[src/rtl/i2c_pkg.sv]
// Shared I2C constants used by the data unit and by the I2C controller.
package i2c_pkg;

  localparam int BYTE_W    = 8;
  localparam int BIT_CNT_W = 4;

  // Count value seen when the final bit of a byte is being sampled.
  localparam logic [BIT_CNT_W-1:0] LAST_BIT = BIT_CNT_W'(BYTE_W - 1);

endpackage : i2c_pkg

[src/rtl/i2c_edge_detect.sv]
// Single-clock-wide rising/falling strobes for the SCL-rate reference clock.
module i2c_edge_detect (
  input  logic clock,
  input  logic reset,
  input  logic clock_i2c,
  output logic neg_edge,
  output logic pos_edge
);

  logic clk_prev;

  // Remember last cycle's level of the reference clock so transitions show up as one-cycle strobes.
  always_ff @(posedge clock or posedge reset) begin
    if (reset) begin
      clk_prev <= 1'b0;
    end else begin
      clk_prev <= clock_i2c;
    end
  end

  assign neg_edge = clk_prev & ~clock_i2c;
  assign pos_edge = ~clk_prev & clock_i2c;

endmodule : i2c_edge_detect

[src/rtl/i2c_data_unit.sv]
// I2C data path: SCL generation, transmit shifter, receive shifter with bit count, and ACK sampling.
module i2c_data_unit
  import i2c_pkg::*;
(
  input  logic              clock,
  input  logic              Reset,
  input  logic              ClockI2C,
  input  logic              BaudEnable,
  input  logic              WriteLoad,
  input  logic              ShiftorHold,
  input  logic              Select,
  input  logic              StartStopAck,
  input  logic              ReadOrWrite,
  input  logic [BYTE_W-1:0] DataIn,
  input  logic              SDAin,
  output logic              SCL,
  output logic              SDAout,
  output logic              SDAoe,
  output logic [BYTE_W-1:0] ReceivedData,
  output logic              DataValid,
  output logic              AckError,
  output logic              AckValid
);

  logic                 neg_edge;
  logic                 pos_edge;
  logic [BYTE_W-1:0]    tx_shift;
  logic [BYTE_W-1:0]    rx_shift;
  logic [BIT_CNT_W-1:0] bit_count;
  logic                 tx_shift_en;
  logic                 rx_sample;
  logic                 ack_sample;
  logic                 last_bit;

  i2c_edge_detect u_edge_detect (
    .clock     (clock),
    .reset     (Reset),
    .clock_i2c (ClockI2C),
    .neg_edge  (neg_edge),
    .pos_edge  (pos_edge)
  );

  // Edges only count while the bus clock is enabled; a load always wins over shifting or sampling.
  assign tx_shift_en = BaudEnable & neg_edge & ShiftorHold & ~ReadOrWrite & ~WriteLoad;
  assign rx_sample   = BaudEnable & pos_edge & ShiftorHold & ReadOrWrite & Select & ~WriteLoad;
  assign ack_sample  = BaudEnable & pos_edge & ReadOrWrite & ~Select & ~ShiftorHold;
  assign last_bit    = (bit_count == LAST_BIT);

  // Registered SCL: follows the reference clock when enabled, otherwise parks high.
  always_ff @(posedge clock or posedge Reset) begin
    if (Reset) begin
      SCL <= 1'b1;
    end else begin
      SCL <= BaudEnable ? ClockI2C : 1'b1;
    end
  end

  // Transmit shifter: load a new byte, or move the next bit to the MSB after each SCL fall.
  always_ff @(posedge clock or posedge Reset) begin
    if (Reset) begin
      tx_shift <= '0;
    end else if (WriteLoad) begin
      tx_shift <= DataIn;
    end else if (tx_shift_en) begin
      tx_shift <= {tx_shift[BYTE_W-2:0], 1'b0};
    end
  end

  // SDA drive: released (and idling high) while receiving, otherwise data MSB or start/stop/ack level.
  always_ff @(posedge clock or posedge Reset) begin
    if (Reset) begin
      SDAoe  <= 1'b1;
      SDAout <= 1'b1;
    end else begin
      SDAoe  <= ~ReadOrWrite;
      if (ReadOrWrite) begin
        SDAout <= 1'b1;
      end else if (Select) begin
        SDAout <= tx_shift[BYTE_W-1];
      end else begin
        SDAout <= StartStopAck;
      end
    end
  end

  // Receive shifter and bit counter; a load discards any partially received byte.
  always_ff @(posedge clock or posedge Reset) begin
    if (Reset) begin
      rx_shift     <= '0;
      bit_count    <= '0;
      ReceivedData <= '0;
      DataValid    <= 1'b0;
    end else begin
      DataValid <= 1'b0;
      if (WriteLoad) begin
        bit_count <= '0;
      end else if (rx_sample) begin
        rx_shift <= {rx_shift[BYTE_W-2:0], SDAin};
        if (last_bit) begin
          ReceivedData <= {rx_shift[BYTE_W-2:0], SDAin};
          bit_count    <= '0;
          DataValid    <= 1'b1;
        end else begin
          bit_count <= bit_count + BIT_CNT_W'(1);
        end
      end
    end
  end

  // Slave acknowledge capture: SDA high at the SCL rise means NACK.
  always_ff @(posedge clock or posedge Reset) begin
    if (Reset) begin
      AckError <= 1'b0;
      AckValid <= 1'b0;
    end else begin
      AckValid <= ack_sample;
      if (ack_sample) begin
        AckError <= SDAin;
      end
    end
  end

endmodule : i2c_data_unit

[config.mk]
export PLATFORM = sky130hd
export DESIGN_NAME = i2c_data_unit
export DESIGN_NICKNAME = d
export VERILOG_FILES = /design/src/rtl/i2c_pkg.sv /design/src/rtl/i2c_edge_detect.sv /design/src/rtl/i2c_data_unit.sv
export SDC_FILE = /design/constraint.sdc
export NUM_CORES = 1
export LEC_CHECK = 0
export CORE_ASPECT_RATIO = 0.6
export CORE_MARGIN = 2
export CORE_UTILIZATION = 49
export CTS_CLUSTER_SIZE = 40
export DETAILED_ROUTE_END_ITERATION = 7
export PLACE_DENSITY = 0.75
export SKIP_LAST_GASP = 1
export SLEW_MARGIN = 5
export SYNTH_ARGS = -nofsm -noshare
export SYNTH_HDL_FRONTEND = slang
export SYNTH_SLANG_ARGS = --single-unit
[constraint.sdc]
create_clock -name clock -period 2 [get_ports clock]
set_input_delay 0.4 -clock clock [delete_from_list [all_inputs] [get_ports clock]]
set_output_delay 0.4 -clock clock [all_outputs]
set_load 0.1 [all_outputs]
# Word level (Yosys, flattened, before mapping)
# Cells that the tools add are included.
[classes] muxes=11 n_addsub=1 n_eq_ne=1 n_reduce_logical=4 bitwise=20
[op_table] cell="8-bit two-way mux" count=2
[op_table] cell="1-bit AND" count=14
[op_table] cell="4-bit two-way mux" count=3
[op_table] cell="1-bit two-way mux" count=6
[op_table] cell="1-bit NOT" count=6
[op_table] cell="4-bit by 1-bit adder with 4-bit output (second input constant)" count=1
[op_table] cell="4-bit by 3-bit == test with 1-bit output (second input constant)" count=1
[op_table] cell="2-bit nonzero test" count=2
[op_table] cell="3-bit AND reduction" count=1
[op_table] cell="2-bit AND reduction" count=1
[totals] ff_bits=34 elab_cells=48

# Longest topological paths before layout
# Gate-level depths: netlist (run 1).
[depth] ltp_word=9 depth_mapped=4

# By module
# From an unflattened synthesis (run 1), not the netlist that was laid out.
[hier_totals] cells_unflattened=111 area_unflattened_um2=1432.6
[by_module_without_submodules] module="i2c_data_unit" cells_per_inst=107 instances=1 area_per_inst_um2=1388.8
[by_module_without_submodules] module="i2c_edge_detect" cells_per_inst=4 instances=1 area_per_inst_um2=43.8

# Least setup slack after synthesis (run 1)
# No wires, ideal clock.
[synth_path] path_kind="register to register" startpoint="reg bit_count[0]" endpoint="reg ReceivedData[0]" t_arrival_ns=1.380 slack_ns=0.495 required_time_ns=1.875 setup_time_ns=0.125 synth_period_minus_slack_ns=1.505 stages_incl_launch_ff=5 path_cell_list="dfrtp_1 -> ha_1 -> nand3b_1 -> nor3_4 -> mux2_2"
[synth_via] elab_chain_cells=2
[synth_rtl] item="start: declaration" line_no="i2c_data_unit.sv:29" text="logic [BIT_CNT_W-1:0] bit_count;"
[synth_rtl] item="start signal: assignment" line_no="i2c_data_unit.sv:104" text="bit_count <= bit_count + BIT_CNT_W'(1);"
[synth_rtl] item="4-bit by 3-bit == test with 1-bit output" line_no="i2c_data_unit.sv:47" text="assign last_bit = (bit_count == LAST_BIT);"
[synth_rtl] item="3-bit AND reduction (no source line)"
[synth_rtl] item="end signal: assignment" line_no="i2c_data_unit.sv:100" text="ReceivedData <= {rx_shift[BYTE_W-2:0], SDAin};"
[synth_rtl] item="end: declaration" line_no="i2c_data_unit.sv:19" text="output logic [BYTE_W-1:0] ReceivedData,"
# No other way between the ends.
# A chain may end at the register's enable or synchronous reset.

# Final worst setup path (run 1)
[layout_path] startpoint="in BaudEnable" endpoint="reg bit_count[2]"
[layout_via] elab_chain_cells=6
[layout_rtl] item="start: declaration" line_no="i2c_data_unit.sv:8" text="input logic BaudEnable,"
[layout_rtl] item="1-bit AND (5 in a row)" line_no="i2c_data_unit.sv:45" text="assign rx_sample = BaudEnable & pos_edge & ShiftorHold & ReadOrWrite & Select & ~WriteLoad;"
[layout_rtl] item="2-bit nonzero test (no source line)"
# No other way between the ends.

==> results.sh, run 1 <==
export IMPL_syn_area_sq_um=1460
export IMPL_dieWidth_um=74.6
export IMPL_grt_total_usage_pct=19.3
export IMPL_critPathLaunchType="primary input"
export IMPL_place_congestion=0.788
export IMPL_status="completed"
export IMPL_crit_type="in2reg"
export IMPL_grt_max_degree=35
export IMPL_initialDrtViolationCount=69
export IMPL_drcViolationCount=0
export IMPL_finalSetupTns_ns=0
export IMPL_muxShareOfSynthArea_pct=13.8
export IMPL_fin_skew_ns=0.00527
export IMPL_synth_compound_area_share_pct=7.61
export IMPL_synth_top_family_by_area="simple AND/OR/NAND/NOR gates"
export IMPL_antenna_found_initial=0
export IMPL_grt_pass1_wl_um=4640
export IMPL_cts_buffers=5
export IMPL_wire_per_inst_um=15.0
export IMPL_crit_path_end_kind="flip-flop"
export IMPL_setup_violations=0
export IMPL_critPathArrivalTime_ns=1.94
export IMPL_slew_limit_headroom_pct=72.7
export IMPL_drive_above_1_share_pct=40.3
export IMPL_vdd_ir_drop_max_v=0.000489
export IMPL_synth_cells=108
export IMPL_antennaDiodeCount=0
export IMPL_nets=172
export IMPL_hold_class="in2async"
export IMPL_ys_flop_type="dfrtp_1"
export IMPL_syn_to_final_growth_pct=36.2
export IMPL_cts_sinks=34
export IMPL_vias=1014
export IMPL_grt_ovfl_total=0
export IMPL_worst_slew_pin_transition_ns=0.409
export IMPL_path_clk_slew_ns=0.07
export IMPL_finalCritPeriodShare_pct=87.0
export IMPL_synth_common_cells="dfrtp_1 (31), mux2_2 (17), nor2b_1 (9)"
export IMPL_start_util_pct=51.3
export IMPL_cts_buffer_depth=2
export IMPL_core_sq_um=2850
export IMPL_num_rows=15
export IMPL_htreeDepth=2
export IMPL_instances_no_fill=196
export IMPL_post_cts_setup_buffers=0
export IMPL_root_buffer="clkbuf_8"
export IMPL_synth_seq_cells=34
export IMPL_final_hold_violation_count=0
export IMPL_drt_total_wl_um=2930
export IMPL_syn_num_nets=127
export IMPL_fin_util_pct=69.9
export IMPL_firstDrtPassIters=4
export IMPL_hpwl_um=2160
export IMPL_dp_cells=188
export IMPL_post_synth_top_count_cell="dfrtp_1"
export IMPL_pre_cts_slack_ns=-0.0175
export IMPL_synth_area_leaders="dfrtp_1 (53%), mux2_2 (13%), dfstp_2 (5.4%)"
export IMPL_io_pins=32
export IMPL_cp_required_ns=2.20
export IMPL_post_cts_resized=0
export IMPL_synth_async_reset_ratio_pct=100
export IMPL_cts_tree="yes"
export IMPL_fmax_mhz=575
export IMPL_power_leakage_nw=0.957
export IMPL_grt_pass1_vias=946
export IMPL_rsz0062_at_grt="false"
export IMPL_synth_xor_area_share_pct=0
export IMPL_synth_top_area_share_pct=53.0
export IMPL_yosys_area_share_simple_pct=18.1
export IMPL_maxCapViolCount=0
export IMPL_syn_area_per_cell_sq_um=13.6
export IMPL_synth_edf_count=0
export IMPL_die_area_sq_um=3460
export IMPL_fp_dieH_um=46.3
export IMPL_seq_area_frac_synth_pct=58.4
export IMPL_path_max_fanout=6
export IMPL_maxSlewViolCount=0
export IMPL_r2r_cells=5
export IMPL_synth_largest_area_cell="dfrtp_1"
export IMPL_synth_warning_count=0
export IMPL_vias_per_cell=5.17
export IMPL_yosys_area_share_adder_pct=0.855
export IMPL_powerDensity_nw_per_um2=728
export IMPL_min_period_ns=1.74
export IMPL_synth_cell_types=29
export IMPL_clk_latency_ns=0.28
export IMPL_port_buffers=31
export IMPL_setup_ws_ns=0.260
export IMPL_hold_slack_ns=0.506
export IMPL_cts_hold_buf=0
export IMPL_postRouteAntennaNets=0
==> cell families (layout without fill, tap and decap cells) <==
kind of cell             Yosys count  count (layout)
AND/OR/NAND/NOR                   36              36
flip-flops                        34              34
multiplexers                      18              18
AO/OA/AOI/OAI                     14              14
buffers and inverters              5              51
adder cells (fa/ha/maj)            1               1
==> cell usage in the layout (no fill, tap or decap), drive strengths merged, types with 2 or more instances in the layout <==
cell            n
mux2           17
o21ai           2
a21oi           3
dfrtp          31
a221o           7
nand4b          2
nor3            4
clkbuf          7
nor2b           9
clkdlybuf4s50  17
buf            23
nand2           3
nand3b          2
inv             3
and3            7
dfstp           3
nand3           2
==> worst max-delay path, cell delays in order <==
cell and delay (ns):
clkdlybuf4s50_1 0.56, nand4b_4 0.17, buf_4 0.19, or4_1 0.46, a21oi_1 0.17
==> through the flow <==
| stage | power (W) | instance area, sq um |
|---|---|---|
| after CTS | 0.00146 | 1990 |
| after floorplan | 0.000860 | 1460 |
| final | 0.00145 | 1990 |
| after global placement | 0.000947 | 1900 |
| after global routing | 0.00151 | 1990 |
| after detailed placement | 0.000952 | 1900 |
==> flip-flops by register name, indices dropped and copies added, names as in the netlist <==
name / flops
ReceivedData: 8
tx_shift: 8
rx_shift: 7
bit_count: 4
AckError: 1
AckValid: 1
DataValid: 1
SCL: 1
SDAoe: 1
SDAout: 1
u_edge_detect.clk_prev: 1
==> per-layer routing <==
metal  part of all wire [%]  vias up  wire (um)  global-route usage (%)
li1                       -      493          -                       -
met1                     48      502       1420                    26.4
met2                     48       17       1390                    29.0
met3                    3.1        2         91                    7.22
met4                   0.99        0         29                    5.36
met5                      0        -          0                       0
==> where the power goes <==
part	total, W	switching (W)	internal, W
registers	0.000734	0.0000151	0.000718
logic	0.000204	0.000115	0.0000889
clock network	0.000514	0.000237	0.000278
total	0.00145	0.000367	0.00108
==> layout make-up <==
type                    count  area (sq um)
well taps                  42          52.6
clock buffers               7          86.3
repair buffers             40           393
fillers                   209           860
flip-flops and latches     34           855
inverters                   3          11.3
multi-input cells          69           591
clock inverters             1          5.00
==> worst paths after layout <==
check / from / endpoint / slack [ns]
min: Reset / tx_shift[4] / 0.51
max in group asynchronous: Reset / SDAoe / 1.16
min in group clock: tx_shift[7] / SDAout / 0.51
max: BaudEnable / bit_count[2] / 0.26
min reg2reg: tx_shift[7] / SDAout / 0.51
max reg2reg: bit_count[0] / ReceivedData[1] / 0.35
Power figures use the tool's default switching activity.
==> inputs of run 2 (changes only) <==
--- a/config.mk
+++ b/config.mk
@@ -8,6 +8,7 @@
 export CORE_ASPECT_RATIO = 0.6
 export CORE_MARGIN = 2
 export CORE_UTILIZATION = 49
+export CTS_BUF_LIST = sky130_fd_sc_hd__clkbuf_16
 export CTS_CLUSTER_SIZE = 40
 export DETAILED_ROUTE_END_ITERATION = 7
 export PLACE_DENSITY = 0.75
==> results.sh, run 2 (synthesized netlist as in run 1, its figures left out) <==
export IMPL_postRouteAntennaNets=0
export IMPL_cp_required_ns=2.19
export IMPL_vias_per_cell=5.27
export IMPL_maxSlewViolCount=0
export IMPL_switchingPower_w=0.000390
export IMPL_drcViolationCount=0
export IMPL_setup_ws_ns=0.251
export IMPL_place_congestion=0.788
export IMPL_power_leakage_nw=0.982
export IMPL_maxCapViolCount=0
export IMPL_drive_above_1_share_pct=39.6
export IMPL_netSwitchingFraction_pct=23.7
export IMPL_pre_cts_slack_ns=-0.0175
export IMPL_io_pins=32
export IMPL_rsz0062_at_grt="false"
export IMPL_htreeDepth=2
export IMPL_status="completed"
export IMPL_start_util_pct=51.3
export IMPL_worstSetupStartpoint="BaudEnable"
export IMPL_worst_slew_pin_transition_ns=0.413
export IMPL_hold_class="reg2reg"
export IMPL_critPathArrivalTime_ns=1.94
export IMPL_die_area_sq_um=3460
export IMPL_p_comb_share_pct=12.4
export IMPL_critPathLaunchType="primary input"
export IMPL_num_rows=15
export IMPL_final_hold_violation_count=0
export IMPL_fin_skew_ns=0.00283
export IMPL_fmax_mhz=572
export IMPL_antenna_found_initial=0
export IMPL_worstReg2RegStart="bit_count[0]"
export IMPL_min_period_ns=1.75
export IMPL_slew_limit_headroom_pct=72.5
export IMPL_clk_latency_ns=0.27
export IMPL_instances_no_fill=196
export IMPL_layout_commonest_cell="dfrtp_1"
export IMPL_path_max_fanout=6
export IMPL_cts_buffer_depth=2
export IMPL_grt_ovfl_total=0
export IMPL_vdd_ir_drop_max_v=0.000609
export IMPL_setup_violations=0
export IMPL_finalCritPeriodShare_pct=87.5
export IMPL_hpwl_um=2160
export IMPL_p_clk_share_pct=42.9
export IMPL_antennaDiodeCount=0
export IMPL_p_int_w=0.00126
export IMPL_grt_pass1_vias=949
export IMPL_grt_total_usage_pct=19.5
export IMPL_final_cell_mix="dfrtp_1 (31), buf_4 (19), mux2_2 (17), clkdlybuf4s50_1 (17), nor2b_1 (9)"
export IMPL_fp_dieH_um=46.3
export IMPL_powerDensity_nw_per_um2=808
export IMPL_dieWidth_um=74.6
export IMPL_port_buffers=31
export IMPL_vias=1032
export IMPL_cts_sinks=34
export IMPL_nets=172
export IMPL_firstDrtPassIters=5
export IMPL_grt_max_degree=35
export IMPL_wire_per_inst_um=15.3
export IMPL_syn_to_final_growth_pct=39.3
export IMPL_drt_total_wl_um=2990
export IMPL_path_clk_slew_ns=0.05
export IMPL_hold_slack_ns=0.505
export IMPL_crit_type="in2reg"
export IMPL_initialDrtViolationCount=45
export IMPL_cts_tree="yes"
export IMPL_seqPwrFrac_pct=44.6
export IMPL_cts_hold_buf=0
export IMPL_post_cts_setup_buffers=0
export IMPL_post_cts_resized=0
export IMPL_grt_pass1_wl_um=4690
export IMPL_dp_cells=188
export IMPL_crit_path_end_kind="flip-flop"
export IMPL_top_regs="ReceivedData (8), tx_shift (8), rx_shift (7)"
export IMPL_root_buffer="clkbuf_16"
export IMPL_cts_buffers=5
export IMPL_core_sq_um=2850
export IMPL_worstHoldStart="ReceivedData[2]"
[run 2: critical path, cell delays in order]
cell             delay (ns)
clkdlybuf4s50_1        0.56
nand4b_4               0.17
buf_4                  0.19
or4_1                  0.46
a21oi_1                0.17
[run 2: final timing paths]
check	end	cells after the start	slack (ns)
setup reg to reg	ReceivedData[1]	5	0.34
setup / recovery	bit_count[2]	5	0.25
hold reg to reg	ReceivedData[2]	1	0.50
hold / removal	ReceivedData[2]	1	0.50
max in group asynchronous	SDAout	3	1.14
min in group asynchronous	rx_shift[5]	3	0.52
[run 2: cell type report]
type | instances | area [sq um]
repair buffers | 40 | 393
multi-input cells | 69 | 591
clock inverters | 3 | 12.5
fillers | 200 | 813
well taps | 42 | 52.6
clock buffers | 5 | 125
inverters | 3 | 11.3
flip-flops and latches | 34 | 855
[run 2: stage by stage]
step	util (%)	power, W	area, sq um	setup TNS [ns]
6_report	71.5	0.00165	2040	0
5_1_grt	71.5	0.00171	2040	0
2_1_floorplan	-	0.000860	1460	0
3_5_place_dp	66.7	0.000952	1900	-0.0175
4_1_cts	71.5	0.00166	2040	0
3_3_place_gp	66.7	0.000947	1900	0
[run 2: routing by layer]
metal | share of wire, % | GRT usage [%] | vias to the layer above
met5 | 0 | 0 | -
met4 | 0.90 | 6.07 | 0
met3 | 3.2 | 7.22 | 2
met2 | 47 | 29.4 | 17
met1 | 49 | 26.4 | 517
li1 | - | - | 496
[run 2: power groups by stage]
stage	combinational, W	clock [W]	sequential [W]
3_5_place_dp	0.000206	0	0.000746
2_1_floorplan	0.0000613	0	0.000799
6_report	0.000205	0.000708	0.000735
4_1_cts	0.000207	0.000718	0.000735
3_3_place_gp	0.000202	0	0.000744
5_1_grt	0.000218	0.000752	0.000739
==> inputs of run 3 (changes only) <==
--- a/config.mk
+++ b/config.mk
@@ -11,7 +11,7 @@
 export CTS_BUF_LIST = sky130_fd_sc_hd__clkbuf_16
 export CTS_CLUSTER_SIZE = 40
 export DETAILED_ROUTE_END_ITERATION = 7
-export PLACE_DENSITY = 0.75
+export PLACE_DENSITY = 0.78
 export SKIP_LAST_GASP = 1
 export SLEW_MARGIN = 5
 export SYNTH_ARGS = -nofsm -noshare
==> results.sh, run 3 (synthesized netlist as in run 1, its figures left out) <==
export IMPL_grt_ovfl_total=0
export IMPL_instances_no_fill=193
export IMPL_antenna_found_initial=0
export IMPL_cts_buffer_depth=2
export IMPL_num_rows=15
export IMPL_maxCapViolCount=0
export IMPL_cp_slowest_stage_delay_ns=0.57
export IMPL_powerDensity_nw_per_um2=812
export IMPL_cp_num_buf_inv=2
export IMPL_wire_per_inst_um=15.6
export IMPL_path_depth=5
export IMPL_status="completed"
export IMPL_cts_buffers=5
export IMPL_crit_path_end_kind="flip-flop"
export IMPL_post_cts_setup_buffers=0
export IMPL_fp_dieH_um=46.3
export IMPL_cp_required_ns=2.19
export IMPL_netSwitchingFraction_pct=23.4
export IMPL_cts_tree="yes"
export IMPL_vias=1018
export IMPL_drcViolationCount=0
export IMPL_setup_violations=0
export IMPL_cts_sinks=34
export IMPL_p_comb_share_pct=12.4
export IMPL_fillCellCount=206
export IMPL_clk_latency_ns=0.27
export IMPL_layout_commonest_cell="dfrtp_1"
export IMPL_fmax_mhz=558
export IMPL_grt_pass1_vias=1039
export IMPL_pre_cts_slack_ns=-0.0667
export IMPL_wl_met2_um=1420
export IMPL_top_layer_used="met4"
export IMPL_critPathLaunchType="primary input"
export IMPL_syn_to_final_growth_pct=37.8
export IMPL_finalCritPeriodShare_pct=89.7
export IMPL_vdd_ir_drop_max_v=0.000685
export IMPL_switchingPower_w=0.000383
export IMPL_wl_met3_um=134
export IMPL_path_max_fanout=6
export IMPL_maxSlewViolCount=0
export IMPL_root_buffer="clkbuf_16"
export IMPL_finalSetupTns_ns=0
export IMPL_crit_chain="clkdlybuf4s50_1, nand4b_4, buf_4, or4_1, a21oi_1"
export IMPL_io_pins=32
export IMPL_path_clk_slew_ns=0.05
export IMPL_grt_pass1_wl_um=4910
export IMPL_start_util_pct=51.3
export IMPL_r2r_cells=4
export IMPL_port_buffers=31
export IMPL_fin_area_sq_um=2020
export IMPL_grt_total_usage_pct=20.3
export IMPL_cts_hold_buf=0
export IMPL_antennaDiodeCount=0
export IMPL_rsz0062_at_grt="false"
export IMPL_critPathArrivalTime_ns=1.99
export IMPL_crit_slowest_cell="clkdlybuf4s50_1"
export IMPL_hold_class="reg2reg"
export IMPL_hpwl_um=2250
export IMPL_dp_cells=185
export IMPL_die_area_sq_um=3460
export IMPL_seqPwrFrac_pct=44.9
export IMPL_worst_slew_pin_transition_ns=0.411
export IMPL_crit_family="buffers and inverters"
export IMPL_fin_skew_ns=0.00508
export IMPL_min_period_ns=1.79
export IMPL_drive_above_1_share_pct=38.4
export IMPL_hold_path_depth=1
export IMPL_nets=169
export IMPL_power_leakage_nw=0.967
export IMPL_post_cts_resized=0
export IMPL_postRouteAntennaNets=0
export IMPL_worstHoldStart="ReceivedData[0]"
export IMPL_worstReg2RegStart="u_edge_detect.clk_prev"
export IMPL_htreeDepth=2
export IMPL_p_clk_share_pct=42.7
export IMPL_firstDrtPassIters=4
export IMPL_final_cell_mix="dfrtp_1 (31), mux2_2 (17), clkdlybuf4s50_1 (17), buf_4 (16), nor2b_1 (9)"
export IMPL_core_sq_um=2850
export IMPL_grt_max_degree=35
export IMPL_vias_per_cell=5.27
export IMPL_p_int_w=0.00125
export IMPL_final_hold_violation_count=0
export IMPL_initialDrtViolationCount=81
export IMPL_slew_limit_headroom_pct=72.6
export IMPL_place_area_sq_um=1880
export IMPL_setup_ws_ns=0.207
export IMPL_drt_total_wl_um=3020
export IMPL_top_regs="ReceivedData (8), tx_shift (8), rx_shift (7)"
export IMPL_total_power_w=0.00164
export IMPL_wl_met1_um=1420
export IMPL_place_congestion=0.786
export IMPL_dieWidth_um=74.6
export IMPL_crit_type="in2reg"
export IMPL_worstSetupStartpoint="ReadOrWrite"
run 3: changes by cell type in the layout (fill, tap and decap cells not counted):
cell   previous run  this run
buf_4            19        16
run 3: path summary, 6_finish.rpt:
check | slack (ns) | end
worst min register to register | 0.51 | ReceivedData[0]
worst max-delay path | 0.21 | bit_count[2]
min in group asynchronous | 0.54 | tx_shift[7]
worst min-delay path | 0.51 | ReceivedData[0]
max in group asynchronous | 1.14 | SDAout
worst max register to register | 0.35 | bit_count[2]
run 3: layout make-up:
| type | count | area, sq um | share of cell area, % |
|---|---|---|---|
| Clock buffer | 5 | 125 | 6.20 |
| Clock inverter | 3 | 12.5 | 0.620 |
| Inverter | 3 | 11.3 | 0.558 |
| Multi-Input combinational cell | 69 | 591 | 29.3 |
| Sequential cell | 34 | 855 | 42.4 |
| Tap cell | 42 | 52.6 | 2.61 |
| Timing Repair Buffer | 37 | 370 | 18.4 |
run 3: metal layers:
layer / up-vias / global-route usage [%]
met3: 4 / 7.22
li1: 484 / -
met5: - / 0
met4: 0 / 8.57
met1: 503 / 28.0
met2: 27 / 29.4
run 3: through the flow:
| stage | hold slack, ns | utilization [%] |
|---|---|---|
| global placement | 0.485 | 65.9 |
| finish | 0.505 | 70.7 |
| global route | 0.524 | 70.7 |
| detailed placement | 0.498 | 65.9 |
| CTS | 0.509 | 70.7 |
| floorplan | 0.431 | - |
run 3: power by group through the flow:
stage | Clock (W) | Combinational, W | Sequential [W]
2_1_floorplan | 0 | 0.0000613 | 0.000799
3_3_place_gp | 0 | 0.000200 | 0.000743
3_5_place_dp | 0 | 0.000204 | 0.000745
4_1_cts | 0.000716 | 0.000205 | 0.000735
5_1_grt | 0.000746 | 0.000216 | 0.000739
6_report | 0.000699 | 0.000203 | 0.000735
run 3: worst reg2reg max path: stages, from the launching register on:
cell      delay [ns]
dfrtp_1         0.47
nand4b_4        0.26
buf_4           0.19
or4_1           0.49
a21oi_1         0.17
